===== config.mk =====
export PLATFORM = sky130hd
export DESIGN_NAME = ifetch_ctrl
export DESIGN_NICKNAME = d
export VERILOG_FILES = /design/src/rtl/ifetch_pkg.sv /design/src/rtl/ifetch_ctrl_if_id_reg.sv /design/src/rtl/ifetch_ctrl.sv
export SDC_FILE = /design/constraint.sdc
export NUM_CORES = 1
export LEC_CHECK = 0
export CAP_MARGIN = 15
export CORE_UTILIZATION = 40
export CTS_CLUSTER_DIAMETER = 80
export CTS_CLUSTER_SIZE = 16
export DETAILED_ROUTE_END_ITERATION = 7
export PLACE_DENSITY = 0.7
export SLEW_MARGIN = 0
export SYNTH_ARGS = -nofsm -noshare
export SYNTH_HDL_FRONTEND = slang
export SYNTH_SLANG_ARGS = --single-unit

===== constraint.sdc =====
create_clock -name Clk -period 2.9 [get_ports Clk]
set_input_delay 0.87 -clock Clk [delete_from_list [all_inputs] [get_ports Clk]]
set_output_delay 0.87 -clock Clk [all_outputs]
set_load 0.1 [all_outputs]

===== src/rtl/ifetch_pkg.sv =====
// Shared types and defaults for the instruction-fetch controller.
package ifetch_pkg;

  localparam int unsigned XLEN = 32;

  localparam logic [XLEN-1:0] PC_RESET_DEF  = 32'h0000_0000;
  localparam logic [XLEN-1:0] PC_STEP_DEF   = 32'd4;
  localparam logic [XLEN-1:0] NOP_INSTR_DEF = 32'h0000_0000;

  typedef enum logic [1:0] {
    ST_FETCH = 2'd0,
    ST_DRAIN = 2'd1,
    ST_HOLD  = 2'd2
  } fetch_state_e;

  // 65-bit IF/ID entry
  typedef struct packed {
    logic [XLEN-1:0] instr;
    logic [XLEN-1:0] pcplus4;
    logic            valid;
  } ifid_entry_t;

  // Bubble entry: NOP with no associated PC and Valid=0
  function automatic ifid_entry_t bubble_entry(input logic [XLEN-1:0] nop);
    ifid_entry_t e;
    e.instr   = nop;
    e.pcplus4 = '0;
    e.valid   = 1'b0;
    return e;
  endfunction

endpackage


===== src/rtl/ifetch_ctrl_if_id_reg.sv =====
// IF/ID-style register with load / hold / bubble controls; also used as the hold buffer.
module if_id_reg
  import ifetch_pkg::*;
#(
  parameter logic [XLEN-1:0] NOP_INSTR = NOP_INSTR_DEF
) (
  input  logic        clk_i,
  input  logic        rst_i,
  input  logic        load_i,
  input  logic        bubble_i,
  input  ifid_entry_t d_i,
  output ifid_entry_t q_o
);

  ifid_entry_t q_q;

  // Reset and bubble both load the NOP entry; otherwise load or hold
  always_ff @(posedge clk_i) begin
    if (rst_i || bubble_i) begin
      q_q <= bubble_entry(NOP_INSTR);
    end else if (load_i) begin
      q_q <= d_i;
    end
  end

  assign q_o = q_q;

endmodule


===== src/rtl/ifetch_ctrl.sv =====
// Fetch controller: PC register, instruction-memory handshake and IF/ID register.
// Optional build macro IFETCH_PERF_EN adds saturating performance counters.
module ifetch_ctrl
  import ifetch_pkg::*;
#(
  parameter logic [XLEN-1:0] PC_RESET  = PC_RESET_DEF,
  parameter logic [XLEN-1:0] PC_STEP   = PC_STEP_DEF,
  parameter logic [XLEN-1:0] NOP_INSTR = NOP_INSTR_DEF
) (
  input  logic            Clk,
  input  logic            Reset,
  input  logic            PC_Stall,
  input  logic            IFID_Stall,
  input  logic            IFID_Flush,
  input  logic            Redirect,
  input  logic [XLEN-1:0] RedirectTarget,
  output logic            IMem_Req,
  output logic [XLEN-1:0] IMem_Addr,
  input  logic            IMem_Ready,
  input  logic [XLEN-1:0] IMem_Data,
  output logic [XLEN-1:0] PC,
  output logic [XLEN-1:0] IFID_Instr,
  output logic [XLEN-1:0] IFID_PCPlus4,
`ifdef IFETCH_PERF_EN
  output logic [XLEN-1:0] PerfFetched,
  output logic [XLEN-1:0] PerfDiscarded,
  output logic [XLEN-1:0] PerfStallCycles,
`endif
  output logic            IFID_Valid
);

  fetch_state_e    state_q, state_d;
  logic [XLEN-1:0] pc_q, pc_d;
  logic [XLEN-1:0] pend_q, pend_d;
  logic            req_q;
  logic [XLEN-1:0] pc_plus_step;

  logic            ifid_load, ifid_bubble;
  logic            buf_load, buf_bubble;
  ifid_entry_t     fetch_entry, ifid_d, ifid_q, buf_q;

  assign pc_plus_step = pc_q + PC_STEP;

  always_comb begin
    fetch_entry.instr   = IMem_Data;
    fetch_entry.pcplus4 = pc_plus_step;
    fetch_entry.valid   = 1'b1;
  end

  // State, PC, pending target and request registers
  always_ff @(posedge Clk) begin
    if (Reset) begin
      state_q <= ST_FETCH;
      pc_q    <= PC_RESET;
      pend_q  <= '0;
      req_q   <= 1'b1;
    end else begin
      state_q <= state_d;
      pc_q    <= pc_d;
      pend_q  <= pend_d;
      req_q   <= (state_d != ST_HOLD);
    end
  end

  // Next-state, PC update and IF/ID / hold-buffer control
  always_comb begin
    state_d     = state_q;
    pc_d        = pc_q;
    pend_d      = pend_q;
    ifid_load   = 1'b0;
    ifid_bubble = 1'b0;
    buf_load    = 1'b0;
    buf_bubble  = 1'b0;
    ifid_d      = fetch_entry;

    unique case (state_q)
      ST_FETCH: begin
        if (IMem_Ready) begin
          if (Redirect) begin
            pc_d        = RedirectTarget;
            ifid_bubble = 1'b1;
          end else if (PC_Stall) begin
            // response dropped; PC refetched next cycle
            ifid_bubble = IFID_Flush || !IFID_Stall;
          end else begin
            pc_d = pc_plus_step;
            if (IFID_Flush) begin
              ifid_bubble = 1'b1;
            end else if (IFID_Stall) begin
              buf_load = 1'b1;
              state_d  = ST_HOLD;
            end else begin
              ifid_load = 1'b1;
            end
          end
        end else if (Redirect) begin
          pend_d      = RedirectTarget;
          ifid_bubble = 1'b1;
          state_d     = ST_DRAIN;
        end else begin
          ifid_bubble = IFID_Flush || !IFID_Stall;
        end
      end

      ST_DRAIN: begin
        ifid_bubble = 1'b1;
        if (Redirect) begin
          pend_d = RedirectTarget;
        end
        if (IMem_Ready) begin
          pc_d    = Redirect ? RedirectTarget : pend_q;
          state_d = ST_FETCH;
        end
      end

      ST_HOLD: begin
        ifid_d = buf_q;
        if (Redirect) begin
          buf_bubble  = 1'b1;
          pc_d        = RedirectTarget;
          ifid_bubble = 1'b1;
          state_d     = ST_FETCH;
        end else if (IFID_Flush) begin
          ifid_bubble = 1'b1;
        end else if (!IFID_Stall) begin
          ifid_load = 1'b1;
          state_d   = ST_FETCH;
        end
      end

      default: begin
        state_d = ST_FETCH;
      end
    endcase
  end

  if_id_reg #(.NOP_INSTR(NOP_INSTR)) u_ifid (
    .clk_i    (Clk),
    .rst_i    (Reset),
    .load_i   (ifid_load),
    .bubble_i (ifid_bubble),
    .d_i      (ifid_d),
    .q_o      (ifid_q)
  );

  if_id_reg #(.NOP_INSTR(NOP_INSTR)) u_hold_buf (
    .clk_i    (Clk),
    .rst_i    (Reset),
    .load_i   (buf_load),
    .bubble_i (buf_bubble),
    .d_i      (fetch_entry),
    .q_o      (buf_q)
  );

  assign IMem_Req     = req_q;
  assign IMem_Addr    = pc_q;
  assign PC           = pc_q;
  assign IFID_Instr   = ifid_q.instr;
  assign IFID_PCPlus4 = ifid_q.pcplus4;
  assign IFID_Valid   = ifid_q.valid;

`ifdef IFETCH_PERF_EN
  logic [XLEN-1:0] perf_fetched_q, perf_discarded_q, perf_stall_q;
  logic            discard_c;

  // A returned word is dropped in DRAIN, or in FETCH when any hazard overrides delivery
  assign discard_c = IMem_Ready &&
                     ((state_q == ST_DRAIN) ||
                      ((state_q == ST_FETCH) && (Redirect || PC_Stall || IFID_Flush)));

  // Saturating event counters
  always_ff @(posedge Clk) begin
    if (Reset) begin
      perf_fetched_q   <= '0;
      perf_discarded_q <= '0;
      perf_stall_q     <= '0;
    end else begin
      if (ifid_load && (perf_fetched_q != '1)) perf_fetched_q <= perf_fetched_q + XLEN'(1);
      if (discard_c && (perf_discarded_q != '1)) perf_discarded_q <= perf_discarded_q + XLEN'(1);
      if (IFID_Stall && (perf_stall_q != '1)) perf_stall_q <= perf_stall_q + XLEN'(1);
    end
  end

  assign PerfFetched     = perf_fetched_q;
  assign PerfDiscarded   = perf_discarded_q;
  assign PerfStallCycles = perf_stall_q;
`endif

endmodule


**Word-level counts from Yosys, hierarchy flattened**

Cells that the tools add are included.

- Flip-flop bits (word level): 197
- Input bits: 71
- Word-level logic and storage cells: 71

- Add/sub/neg operators: 1
- Equal/unequal tests: 8
- Multiplexer cells: 43
- Reduce and logical (&&, ||, !) cells: 9

Operators by type and width:

| cell | number |
|---|---|
| $mux W32 | 7 |
| $pmux W32 S3 | 1 |
| $mux W65 | 1 |
| $pmux W32 S2 | 1 |
| $add A32 B3 Y32 const B | 1 |
| $mux W1 | 20 |
| $mux W2 | 10 |
| $ne A2 B2 Y1 const B | 5 |
| $pmux W2 S3 | 1 |
| $reduce_and A5 Y1 | 1 |
| $logic_or A1 B1 Y1 | 3 |
| $ne A3 B3 Y1 const B | 1 |
| $pmux W1 S3 | 1 |
| $reduce_bool A3 Y1 | 1 |
| $eq A2 B1 Y1 const B | 1 |
| $eq A2 B2 Y1 const B | 1 |
| $logic_not A2 Y1 | 1 |
| $pmux W1 S2 | 1 |
| $reduce_and A2 Y1 | 1 |
| $reduce_bool A2 Y1 | 1 |
| $logic_not A1 Y1 | 1 |

**Logic depth before layout (Yosys ltp)**

- Depth in word-level cells: 7
- Mapped depth: 9

**Cells and area by module**

Synthesis repeated with hierarchy kept, for this count alone.

- Cell total of the unflattened synthesis: 1133
- Area total of the unflattened synthesis: 10143.5 µm²

Modules (own cells, without submodules):

| module | instances | cells each | area an instance (µm²) | seq. area each (µm²) |
|---|---|---|---|---|
| ifetch_ctrl | 1 | 713 | 5466.5 | 1341.3 |
| if_id_reg | 2 | 210 | 2338.5 | 1301.2 |

**Least setup slack after synthesis**

OpenSTA, ideal clock, no wires.

- Path type: register to register
- Start point: register pc_q[2], in the netlist IMem_Addr[2]
- End point: register pc_q[24], in the netlist IMem_Addr[24]
- Data arrival time: 2.648 ns
- Required time: 2.826 ns
- Slack: 0.177 ns
- Stages on the path, launching flop included: 8
- Buffers on the path: 1
- Clock period less this slack: 2.723 ns
- Cell sequence: dfxtp_1 -> ha_1 -> and3_1 -> buf_2 -> nand2_1 -> or3_1 -> or3_1 -> a31oi_1

- Longest elaborated chain between the ends: 5

RTL lines:

| item | RTL line | source |
|---|---|---|
| start, declared | ifetch_ctrl.sv:33 | `logic [XLEN-1:0] pc_q, pc_d;` |
| start signal, assigned | ifetch_ctrl.sv:59 | `pc_q <= pc_d;` |
| $add A32 B3 Y32 | ifetch_ctrl.sv:42 | `assign pc_plus_step = pc_q + PC_STEP;` |
| $mux W32 | ifetch_ctrl.sv:82 | `end else if (PC_Stall) begin` |
| $mux W32 | ifetch_ctrl.sv:79 | `if (Redirect) begin` |
| $mux W32 | ifetch_ctrl.sv:78 | `if (IMem_Ready) begin` |
| $pmux W32 S3 | ifetch_ctrl.sv:76 | `unique case (state_q)` |

No other way between the ends. The select of a mux whose other input is x is not followed.
A chain may end at the register's enable or synchronous reset.

**Final worst setup path**

- Start point: register pc_q[6], in the netlist IMem_Addr[6]
- End point: register u_ifid.q_q, in the netlist u_ifid.q_o[32]

- Longest elaborated chain between the ends: 2

RTL lines:

| item | RTL line | source |
|---|---|---|
| $add A32 B3 Y32 | ifetch_ctrl.sv:42 |  |
| $mux W65 | ifetch_ctrl.sv:76 |  |
| end signal, assigned | ifetch_ctrl_if_id_reg.sv:20 | `q_q <= bubble_entry(NOP_INSTR);` |
| end signal, assigned | ifetch_ctrl_if_id_reg.sv:22 | `q_q <= d_i;` |
| end, declared | ifetch_ctrl_if_id_reg.sv:15 | `ifid_entry_t q_q;` |

No other way between the ends.

==> flow_summary.rst <==
.. list-table::
   :header-rows: 1

   * - Metric
     - Value
   * - Leakage
     - between 4 and 5 nW
   * - Clock latency of the later-clocked register in the worst-skew pair
     - 0.44 ns
   * - Initial core utilization
     - 41.1%
   * - Area of the core region
     - ~0.024 mm^2
   * - PortBufs
     - 200
   * - Startpoint kind of the worst setup timing path
     - register
   * - Register clock-pin slew on the reported worst setup and hold paths
     - around 0.08 ns
   * - Net switching power of the design
     - around 2.4 mW
   * - Type of the setup path with the least slack
     - reg2reg
   * - Data arrival time at the worst-slack endpoint
     - ~2.9 ns
   * - Instance count of the mapped netlist
     - 1233
   * - Power per Cell Area
     - about 560 mW/mm^2
   * - CP Buf/Inv Count
     - 0
   * - Flop2flop setup slack
     - 0.33 ns
   * - Max-slew violation count
     - 0
   * - Data required time at the worst endpoint
     - about 3.2 ns
   * - Detailed-placement wirelength estimate
     - 20100 um
   * - Yosys top cell area share
     - between 40% and 50%
   * - Number of warnings reported in the yosys synthesis log
     - 0
   * - Number of enable-type register cells in the synthesized netlist
     - 0
   * - Total of endpoints with negative setup slack in the final report
     - 0
   * - DRC violation total after the first TritonRoute iteration
     - roughly 880
   * - Net switching fraction of the power
     - 35.1%
   * - Footprint of the flip-flops and latches
     - 0.00394 mm^2
   * - Path type of the worst min-delay path
     - reg2reg
   * - Power share of the sequential group
     - a little over two fifths
   * - Die Ht
     - roughly 160 um
   * - Overall Global Routing Usage
     - a little under a quarter
   * - Buffers inserted by post-CTS timing repair
     - 0
   * - Global-route met2 utilization
     - 35.2%
   * - Wirelength per Cell
     - around 17 um
   * - Internal power
     - approximately 4.5 mW
   * - Maximum single-stage delay on the critical path
     - 0.63 ns
   * - Post-Synthesis Mean Instance Area
     - slightly below 8 um^2
   * - Via-to-Cell Ratio
     - 5.47
   * - GR peak layer
     - met2
   * - Standard cell with the maximum stage delay on the critical path
     - sky130_fd_sc_hd__nor4_2
   * - Wire length reported by the detailed router
     - between 20000 and 30000 um
   * - Final hold vios
     - 0
   * - Clock tree buffer depth
     - 2
   * - Endpoint kind of the worst setup timing path
     - register
   * - Area growth, synth to finish
     - 25.9%
   * - Family with the most delay on the worst path
     - simple AND/OR/NAND/NOR gates
   * - Combinational share of power
     - about 22%
   * - Post-route core utilization
     - between 50% and 60%
   * - # IOs
     - about 200
   * - First-pass GRT wire length
     - about 46000 um
   * - Rel. slew slack
     - 53.2%
   * - List of cells traversed by the critical path
     - and4_1 -> nand4_1 -> nor4_2 -> xnor2_1 -> o221ai_1
   * - Max-cap violations
     - 0
   * - Die area
     - around 0.025 mm^2
   * - Antenna-violating nets left
     - 0
   * - Global routing met1 resource utilization
     - about a third
   * - Netlist area before placement
     - 0.00971 mm^2
   * - Worst setup timing slack at the placement stage
     - -0.0199 ns
   * - Root Driver
     - sky130_fd_sc_hd__clkbuf_16
   * - CTS sink count
     - 197
   * - Total non-filler cell area in the finished layout
     - 0.0122 mm^2
   * - Number of cells upsized or downsized after cts
     - 0
   * - Synthesis-stage register bit count
     - around 200
   * - Vias in the first global route
     - between 8000 and 9000
   * - Width of the die
     - ~160 um
   * - Routability Congestion
     - 0.890
   * - Worst clock skew
     - slightly below 0.01 ns
   * - Number of placement rows
     - 56
   * - Ratio of cells with drive above 1 in the final layout
     - 16.7%
   * - CTS Hold Buffers Added
     - 0
   * - Largest net degree at the start of global routing
     - between 70 and 80
   * - Max frequency
     - 389 MHz
   * - DRC
     - 0
   * - Drt first pass iters
     - 5
   * - Number of filler instances in the final layout
     - 2284
   * - Number of buffers created by CTS
     - 17
   * - Count of H-tree levels built during CTS
     - 4
   * - N_diodes
     - 0
   * - Shortest clock period the worst path allows after layout
     - between 2 and 3 ns
   * - Setup WS post-layout
     - ~0.33 ns
   * - Pin slew with the least headroom to its limit
     - 0.702 ns
   * - Largest cells by area after synthesis
     - sky130_fd_sc_hd__dfxtp_1, sky130_fd_sc_hd__nand2_1, sky130_fd_sc_hd__a21oi_1, sky130_fd_sc_hd__mux2i_1, sky130_fd_sc_hd__a211oi_1
   * - Placed standard-cell area
     - around 0.012 mm^2
   * - Top flip-flop cell by instance count after synthesis
     - sky130_fd_sc_hd__dfxtp_1
   * - Share of async-settable or async-resettable flops after synthesis
     - 0%
   * - Clk network pwr share
     - a little over a third
   * - Initial antenna violation count
     - 0
   * - Result of the run
     - finished clean
   * - Cell taking the most area after synthesis
     - sky130_fd_sc_hd__dfxtp_1
   * - Number of nets in the finished design
     - 1437
   * - Setup repair after global routing missed its margin
     - false
   * - Multi-input logic area
     - between 0.005 and 0.006 mm^2
   * - Post-Synthesis Net Count
     - 1309
   * - Period utilization
     - about nine tenths
   * - Overall overflow remaining after global route
     - 0
   * - Biggest fanout along the worst timing path
     - 10
   * - TritonCTS clock tree
     - done
   * - Via count of the routed design
     - 9263
   * - Netlist cell types
     - 63
   * - Fraction of met3 tracks used by global routing
     - approximately 4.7%
   * - Largest voltage drop on the vdd net
     - 0.342 mV
   * - Portion of the post-synthesis area used by sequential elements
     - approximately 41%
path summary, 6_finish.rpt:
| kind | start | end | cells after the start |
|---|---|---|---|
| hold reg to reg | u_hold_buf.q_o[33] | u_hold_buf.q_o[33] | 2 |
| setup / recovery | IMem_Addr[6] | u_ifid.q_o[32] | 5 |
| hold / removal | u_hold_buf.q_o[33] | u_hold_buf.q_o[33] | 2 |
| setup reg to reg | IMem_Addr[6] | u_ifid.q_o[32] | 5 |
power groups by stage:
| stage | logic, mW | registers, mW | clock network, mW |
|---|---|---|---|
| 5_1_grt | 1.60 | 2.92 | 2.63 |
| 3_3_place_gp | 1.50 | 2.96 | 0 |
| 2_1_floorplan | 0.846 | 3.21 | 0 |
| 4_1_cts | 1.51 | 2.90 | 2.52 |
| 3_5_place_dp | 1.51 | 2.96 | 0 |
| 6_report | 1.52 | 2.90 | 2.47 |
routing by layer:
metal,vias to the layer above,wire (um)
met5,-,0
met4,0,646
met3,43,2010
met2,326,12700
met1,4258,13500
li1,4636,-
cell usage after synthesis, types with 16 or more instances:
library cell / number
sky130_fd_sc_hd__dfxtp_1: 197
sky130_fd_sc_hd__nor3_1: 48
sky130_fd_sc_hd__nor2_1: 113
sky130_fd_sc_hd__o21ai_0: 50
sky130_fd_sc_hd__a211oi_1: 62
sky130_fd_sc_hd__clkbuf_1: 70
sky130_fd_sc_hd__nor4_1: 16
sky130_fd_sc_hd__buf_4: 34
sky130_fd_sc_hd__buf_2: 21
sky130_fd_sc_hd__mux2i_1: 52
sky130_fd_sc_hd__nand2_1: 203
sky130_fd_sc_hd__a22o_1: 17
sky130_fd_sc_hd__nand3_1: 27
sky130_fd_sc_hd__a21oi_1: 125
cell usage in the layout (no fill, tap or decap), drive strengths merged, types with 27 or more instances in the layout:
| master | synthesis | final |
|---|---|---|
| nor2 | 113 | 113 |
| a21oi | 125 | 125 |
| nand2 | 203 | 203 |
| buf | 68 | 179 |
| mux2i | 52 | 52 |
| nor3 | 48 | 48 |
| a211oi | 62 | 62 |
| nand3 | 27 | 27 |
| o21ai | 55 | 55 |
| clkdlybuf4s50 | 0 | 68 |
| dfxtp | 197 | 197 |
metrics by stage:
stage               total power, mW  setup TNS (ns)  instances  hold WS, ns
CTS                            6.93               0       1693        0.457
global route                   7.15               0       1693        0.474
detailed placement             4.47         -0.0199       1661        0.446
floorplan                      4.06               0       1233        0.432
global placement               4.46               0       1661        0.440
finish                         6.90               0       1693        0.455
registers in the layout, indices dropped and copies added (netlist names):
register and cells:
IMem_Req 1, state_q 2, pend_q 32, u_ifid.q_o 65
u_hold_buf.q_o 65, IMem_Addr 32
tightest hold or removal path, delay by kind of cell (launching register included):
family          cells  cell delay (ns)
flops               1             0.31
simple gates        1             0.05
compound gates      1             0.05
final cells by class:
cell class / count / area share, %
inverter: 10 / 0.307
timing repair buffer: 247 / 17.5
clock inverter: 15 / 1.65
sequential: 197 / 32.2
multi-input combinational: 888 / 41.5
clock buffer: 17 / 3.48
tap: 319 / 3.26
logic make-up (layout without fill, tap and decap cells):
| kind of cell | Yosys count | after routing | synth area share (%) |
|---|---|---|---|
| buffers and inverters | 148 | 289 | 7.46 |
| adders and majority gates | 5 | 5 | 0.644 |
| muxes | 56 | 56 | 5.82 |
| xor gates and xnor gates | 14 | 14 | 1.26 |
| DFF | 197 | 197 | 40.6 |
| AOI/OAI and AO/OA | 351 | 351 | 23.0 |
| and+or+nand+nor | 462 | 462 | 21.2 |
Note: power is estimated with default switching activity, not from simulation.
